[src/rtl/ycbcr_multi_classifier.sv]
// RGB to YCbCr pipeline (3 stages) with per-colour Cb/Cr window classifiers.
// Thresholds are double-buffered and swap in on the rising edge of vsync_i.
module ycbcr_multi_classifier #(
   parameter int unsigned NUM_COLORS = 4,
   parameter int unsigned DATA_W     = 8,
   parameter int unsigned LBL_W      = 3
) (
   input  logic                   sclk,
   input  logic                   s_rst_n,
   input  logic [DATA_W-1:0]      rgb_r,
   input  logic [DATA_W-1:0]      rgb_g,
   input  logic [DATA_W-1:0]      rgb_b,
   input  logic                   vsync_i,
   input  logic                   hsync_i,
   input  logic                   cfg_wr,
   input  logic [LBL_W+1:0]       cfg_addr,
   input  logic [DATA_W-1:0]      cfg_wdata,
   input  logic [NUM_COLORS-1:0]  cfg_color_en,
   output logic                   vsync_o,
   output logic                   hsync_o,
   output logic [DATA_W-1:0]      y_o,
   output logic [NUM_COLORS-1:0]  mask_o,
   output logic                   hit_o,
   output logic [LBL_W-1:0]       label_o,
   output logic [7:0]             data_o
);

   localparam int unsigned PW = DATA_W + 8;
   localparam int unsigned SW = DATA_W + 10;
   localparam logic signed [SW-1:0] RND  = SW'(128);
   localparam logic signed [SW-1:0] HALF = SW'(2 ** (DATA_W - 1));
   localparam logic signed [SW-1:0] MAXV = SW'(2 ** DATA_W - 1);

   localparam logic [PW-1:0] K_RY = PW'(77);
   localparam logic [PW-1:0] K_GY = PW'(150);
   localparam logic [PW-1:0] K_BY = PW'(29);
   localparam logic [PW-1:0] K_RB = PW'(43);
   localparam logic [PW-1:0] K_GB = PW'(85);
   localparam logic [PW-1:0] K_128 = PW'(128);
   localparam logic [PW-1:0] K_GR = PW'(107);
   localparam logic [PW-1:0] K_BR = PW'(21);

   function automatic logic [DATA_W-1:0] clamp(input logic signed [SW-1:0] v);
      if (v < 0) return '0;
      else if (v > MAXV) return '1;
      else return v[DATA_W-1:0];
   endfunction

   // Power-on windows: colour0 = blue, colour1 = red, the rest never hit.
   function automatic logic [DATA_W-1:0] dflt(input int unsigned k, input int unsigned f);
      logic [DATA_W-1:0] v;
      v = '0;
      if (k == 0) begin
         case (f)
            0: v = DATA_W'(180);
            1: v = DATA_W'(255);
            2: v = DATA_W'(80);
            3: v = DATA_W'(128);
            default: v = '0;
         endcase
      end else if (k == 1) begin
         case (f)
            0: v = DATA_W'(48);
            1: v = DATA_W'(128);
            2: v = DATA_W'(200);
            3: v = DATA_W'(255);
            default: v = '0;
         endcase
      end
      return v;
   endfunction

   logic [PW-1:0]             r_x, g_x, b_x;
   logic [PW-1:0]             p_d [9];
   logic [PW-1:0]             p_q [9];
   logic signed [SW-1:0]      s [9];
   logic signed [SW-1:0]      y_sum, cb_sum, cr_sum;
   logic [DATA_W-1:0]         y2_d, cb2_d, cr2_d, y2_q, cb2_q, cr2_q;
   logic [NUM_COLORS-1:0]     mask_d, mask_q;
   logic                      hit_d, hit_q, label_found;
   logic [LBL_W-1:0]          label_d, label_q;
   logic [7:0]                data_d, data_q;
   logic [DATA_W-1:0]         y3_q;
   logic [2:0]                vs_d, vs_q, hs_d, hs_q;
   logic                      vsync_rise;
   logic [LBL_W-1:0]          cfg_idx;
   logic [1:0]                cfg_fld;
   logic [DATA_W-1:0]         thr_sh_d [NUM_COLORS][4];
   logic [DATA_W-1:0]         thr_sh_q [NUM_COLORS][4];
   logic [DATA_W-1:0]         thr_act_d [NUM_COLORS][4];
   logic [DATA_W-1:0]         thr_act_q [NUM_COLORS][4];
   logic [NUM_COLORS-1:0]     en_sh_d, en_sh_q, en_act_d, en_act_q;

   // Stage 1: products
   always_comb begin
      r_x = PW'(rgb_r);
      g_x = PW'(rgb_g);
      b_x = PW'(rgb_b);
      p_d[0] = r_x * K_RY;
      p_d[1] = g_x * K_GY;
      p_d[2] = b_x * K_BY;
      p_d[3] = r_x * K_RB;
      p_d[4] = g_x * K_GB;
      p_d[5] = b_x * K_128;
      p_d[6] = r_x * K_128;
      p_d[7] = g_x * K_GR;
      p_d[8] = b_x * K_BR;
   end

   // Stage 2: rounded sums, arithmetic shift, offset and clamp
   always_comb begin
      for (int i = 0; i < 9; i++) s[i] = signed'(SW'(p_q[i]));
      y_sum  = s[0] + s[1] + s[2] + RND;
      cb_sum = s[5] - s[3] - s[4] + RND;
      cr_sum = s[6] - s[7] - s[8] + RND;
      y2_d   = clamp(y_sum >>> 8);
      cb2_d  = clamp((cb_sum >>> 8) + HALF);
      cr2_d  = clamp((cr_sum >>> 8) + HALF);
   end

   // Stage 3: strict window compare against the active set
   always_comb begin
      mask_d      = '0;
      label_d     = '0;
      label_found = 1'b0;
      for (int unsigned k = 0; k < NUM_COLORS; k++) begin
         mask_d[k] = en_act_q[k] & (thr_act_q[k][0] < cb2_q) & (cb2_q < thr_act_q[k][1])
                   & (thr_act_q[k][2] < cr2_q) & (cr2_q < thr_act_q[k][3]);
         if (mask_d[k] && !label_found) begin
            label_d     = LBL_W'(k);
            label_found = 1'b1;
         end
      end
      hit_d  = |mask_d;
      data_d = hit_d ? 8'hFF : 8'h00;
   end

   always_comb begin
      vs_d       = {vs_q[1:0], vsync_i};
      hs_d       = {hs_q[1:0], hsync_i};
      vsync_rise = vsync_i & ~vs_q[0];
      cfg_idx    = cfg_addr[LBL_W+1:2];
      cfg_fld    = cfg_addr[1:0];
      thr_sh_d   = thr_sh_q;
      thr_act_d  = thr_act_q;
      en_sh_d    = cfg_color_en;
      en_act_d   = en_act_q;
      // Active set takes the pre-write shadow when a write coincides with the edge.
      if (vsync_rise) begin
         thr_act_d = thr_sh_q;
         en_act_d  = en_sh_q;
      end
      for (int unsigned k = 0; k < NUM_COLORS; k++) begin
         if (cfg_wr && cfg_idx == LBL_W'(k)) thr_sh_d[k][cfg_fld] = cfg_wdata;
      end
   end

   always_ff @(posedge sclk or negedge s_rst_n) begin
      if (!s_rst_n) begin
         for (int i = 0; i < 9; i++) p_q[i] <= '0;
         y2_q     <= '0;
         cb2_q    <= '0;
         cr2_q    <= '0;
         y3_q     <= '0;
         mask_q   <= '0;
         hit_q    <= 1'b0;
         label_q  <= '0;
         data_q   <= '0;
         vs_q     <= '0;
         hs_q     <= '0;
         en_sh_q  <= '1;
         en_act_q <= '1;
         for (int unsigned k = 0; k < NUM_COLORS; k++) begin
            for (int unsigned f = 0; f < 4; f++) begin
               thr_sh_q[k][f]  <= dflt(k, f);
               thr_act_q[k][f] <= dflt(k, f);
            end
         end
      end else begin
         p_q       <= p_d;
         y2_q      <= y2_d;
         cb2_q     <= cb2_d;
         cr2_q     <= cr2_d;
         y3_q      <= y2_q;
         mask_q    <= mask_d;
         hit_q     <= hit_d;
         label_q   <= label_d;
         data_q    <= data_d;
         vs_q      <= vs_d;
         hs_q      <= hs_d;
         en_sh_q   <= en_sh_d;
         en_act_q  <= en_act_d;
         thr_sh_q  <= thr_sh_d;
         thr_act_q <= thr_act_d;
      end
   end

   assign vsync_o = vs_q[2];
   assign hsync_o = hs_q[2];
   assign y_o     = y3_q;
   assign mask_o  = mask_q;
   assign hit_o   = hit_q;
   assign label_o = label_q;
   assign data_o  = data_q;

endmodule

[config.mk]
export PLATFORM = sky130hd
export DESIGN_NAME = ycbcr_multi_classifier
export DESIGN_NICKNAME = d
export VERILOG_FILES = /design/src/rtl/ycbcr_multi_classifier.sv
export SDC_FILE = /design/constraint.sdc
export NUM_CORES = 1
export LEC_CHECK = 0
export BUFFER_PORTS_ARGS = -buffer_cell sky130_fd_sc_hd__buf_2
export CAP_MARGIN = 20
export CORE_MARGIN = 1.5
export CORE_UTILIZATION = 58
export DETAILED_ROUTE_END_ITERATION = 8
export GPL_TIMING_DRIVEN = 0
export PLACE_DENSITY = 0.82
export SETUP_SLACK_MARGIN = 0.15
export SYNTH_ARGS = -nofsm -noshare
export SYNTH_HDL_FRONTEND = slang
export SYNTH_SLANG_ARGS = --single-unit
[constraint.sdc]
create_clock -name sclk -period 5 [get_ports sclk]
set_clock_uncertainty 0.2 [all_clocks]
set_input_delay 1 -clock sclk [delete_from_list [all_inputs] [get_ports sclk]]
set_output_delay 1 -clock sclk [all_outputs]
set_load 0.02 [all_outputs]
==> impl_metrics.tcl <==
set metrics [dict create \
    status "finished, final reports clean" \
    slew-limit-headroom_pct 32.95 \
    syn_inst 2271 \
    drt_first_pass_iters 5 \
    post-dp-hpwl_um 42540 \
    ys_types 60 \
    timing.final.hold_violations 0 \
    grt.total_usage_pct 26.12 \
    arrival_ns 5.19 \
    cts_made_buffers 44 \
    avgViaCountPerCell 5.705 \
    grt_first_pass_wirelength_um 92180 \
    timing.final.crit_share_pct 98.17 \
    cts_tree "done" \
    vdd_drop_max_v 0.001527 \
    end_kind "flop" \
    ys_top_cells_by_area "dfrtp_1, ha_1, mux2_2" \
    synth_ff_type "dfrtp_1" \
    rsz0062_at_grt "true" \
    worstSkewPairLatency_ns 0.58 \
    clock_sinks 411 \
    synth_top_cell_by_area "dfrtp_1" \
    ys_seq_area_share_pct 40.64 \
    hold_path.class "reg2reg" \
    max_clock_freq_mhz 203.7 \
    post-route-util_pct 66.17 \
    drt_iter0_markers 1004 \
    globalplace.congestion 0.9432 \
    yosysMostFrequentCell "ha_1" \
    fp.dieW_um 212.7 \
    cts_max_path_buffers 3 \
    cts.clk_slew.worst_paths_ns 0.06 \
    ios 72 \
    vias 17320 \
    cts_root_buf "clkbuf_16" \
    fp.dieH_um 212.7 \
    ys_top_cells_by_count "ha_1, dfrtp_1, inv_1" \
    p_total_mw 18.69 \
    synth.ff_latch_count 411 \
    wl_per_cell_um 18.96 \
    num_rows 76 \
    finalSetupViolCount 0 \
    areaGrowthSynthToFinish_pct 12.24 \
    drt.antenna.violating_nets 0 \
    fin_crit_ns 4.908 \
    yosysTopAreaCellShare_pct 33.85 \
    netlist_area_sq_mm 0.02551 \
    h-tree-depth 2 \
    port_buffers 69 \
    startpoint_type "flop" \
    cp.required_ns 5.28 \
    grt_max_degree 128 \
    core_region_area_sq_mm 0.04327 \
    drv_cap 0 \
    grt_overflow 0 \
    wirelength_um 57580 \
    fin_nets 2947 \
    path_class "reg2reg" \
    drv_slew 0 \
    drc 0 \
    grt_pass1_vias 18110 \
    async_reset_ff_share_pct 100.0 \
    antenna_found_initial 3 \
    synth_edf_count 0 \
    drive_above_1_share_pct 20.58 \
    synth_nets 2805 \
    yosys_warnings 0 \
    ctsHoldBuffers 0 \
    dieArea_sq_mm 0.04525 \
    critPathMaxFanout 3 \
    tightest_slew_ns 1.006 \
    p_per_area_mw_per_mm2 653.0 \
    synth_area_per_cell_sq_um 11.23 \
    initial_core_util_pct 58.96 \
    power_leakage_nw 14.39 \
]
cell usage in the layout (no fill, tap or decap), drive strengths merged, types with 5 or more instances in the layout:
cell type,Yosys,routed
a211oi,10,10
a21o,48,48
a21oi,114,114
a31oi,11,11
and2,5,5
and3,5,5
buf,10,108
clkbuf,36,96
clkinv,0,10
dfrtp,345,345
dfstp,66,66
fa,69,69
ha,419,419
inv,313,315
mux2,204,204
nand2,105,105
nand2b,26,26
nand3,43,43
nand4,25,25
nor2,65,65
nor2b,21,21
nor3,28,28
o21a,6,6
o21ai,92,92
o21bai,20,20
or3,8,8
xnor2,74,74
xor2,43,43
per-layer routing:
metal	share of wire (%)	wire length, um	track usage (%)	vias to the layer above
met5	0.023	13	0	-
met4	4.7	2698	12.15	2
met3	4.7	2718	3.530	159
met2	50	28880	46.25	445
met1	40	23270	31.57	8666
li1	-	-	-	8048
final timing paths:
| path | start | to | slack [ns] | cells after the start |
|---|---|---|---|---|
| setup reg to reg | p_q[0] | cb2_q[7] | 0.09 | 23 |
| max in group asynchronous | s_rst_n | thr_sh_q[115] | 3.04 | 3 |
| min in group asynchronous | s_rst_n | hs_q[2] | 0.16 | 1 |
| setup / recovery | p_q[0] | cb2_q[7] | 0.09 | 23 |
| hold reg to reg | y2_q[3] | y_o[3] | 0.15 | 0 |
| hold / removal | y2_q[3] | y_o[3] | 0.15 | 0 |
through the flow:
stage / std cells / instance area (sq um) / setup TNS [ns] / hold WS [ns] / setup slack (ns)
after floorplan: 2271 / 25510 / 0 / 0.1312 / 0.2140
after global placement: 2925 / 26590 / -1770.52 / 0.1350 / -4.734
after detailed placement: 2930 / 26700 / -2.335 / 0.1365 / -0.3117
after CTS: 3022 / 28430 / 0 / 0.1502 / 0.09847
after global routing: 3036 / 28630 / -0.1857 / 0.1583 / -0.09910
final: 3036 / 28630 / 0 / 0.1479 / 0.09167
flip-flops by register name (all words and copies together), names as in the netlist:
| register | count |
|---|---|
| thr_act_q | 128 |
| thr_sh_q | 128 |
| p_q | 102 |
| cb2_q | 8 |
| cr2_q | 8 |
| y2_q | 8 |
| y_o | 8 |
| en_act_q | 4 |
| en_sh_q | 4 |
| mask_o | 4 |
| hs_q | 3 |
| vs_q | 3 |
| label_o | 2 |
| data_o | 1 |
final cells by class:
type,instances,area (sq um)
tap,585,732.0
buffer,46,219.0
antenna,2,5.005
clock buffer,62,1270
fill,3119,14640
timing repair buffer,96,615.6
clock inverter,20,247.7
inverter,313,1175
sequential,411,10380
multi-input combinational,1501,13990
report_power, final:
part	switching [mW]	internal [mW]	total (mW)
sequential	0.616	4.38	5.00
clock	1.38	2.00	3.38
combinational	5.76	4.55	10.3
critical path, cell delays in order (launching register included):
cell and delay (ns):
dfrtp_2 0.44, ha_4 0.24, a41o_1 0.25, a21oi_1 0.15
nor2b_1 0.07, o21a_1 0.21, o21ai_2 0.14, nor2b_4 0.18
xnor2_2 0.13, ha_1 0.28, ha_4 0.28, buf_8 0.10
nand3_4 0.08, or3_4 0.34, nor3_4 0.17, nor3_4 0.08
o21bai_2 0.18, xor2_1 0.12, inv_1 0.07, ha_2 0.15
nand3_1 0.06, or3_1 0.30, or4_1 0.42, a31oi_1 0.17
cell families after synthesis:
logic type | Yosys count | synth area share, %
AOI/OAI and AO/OA | 335 | 8.010
buffers and inverters | 359 | 5.415
xor gates and xnor gates | 117 | 4.017
DFF | 411 | 40.64
other | 1 | 0.01470
adders and majority gates | 488 | 25.97
and+or+nand+nor | 354 | 6.848
muxes | 206 | 9.084
what timing repair did:
item                                    4_1_cts  5_1_grt
setup buffers                                10       12
pin swaps                                    14       25
endpoints found under the setup margin       16       16
gates resized for setup                      31       30
(Power assumes the default switching activity.)
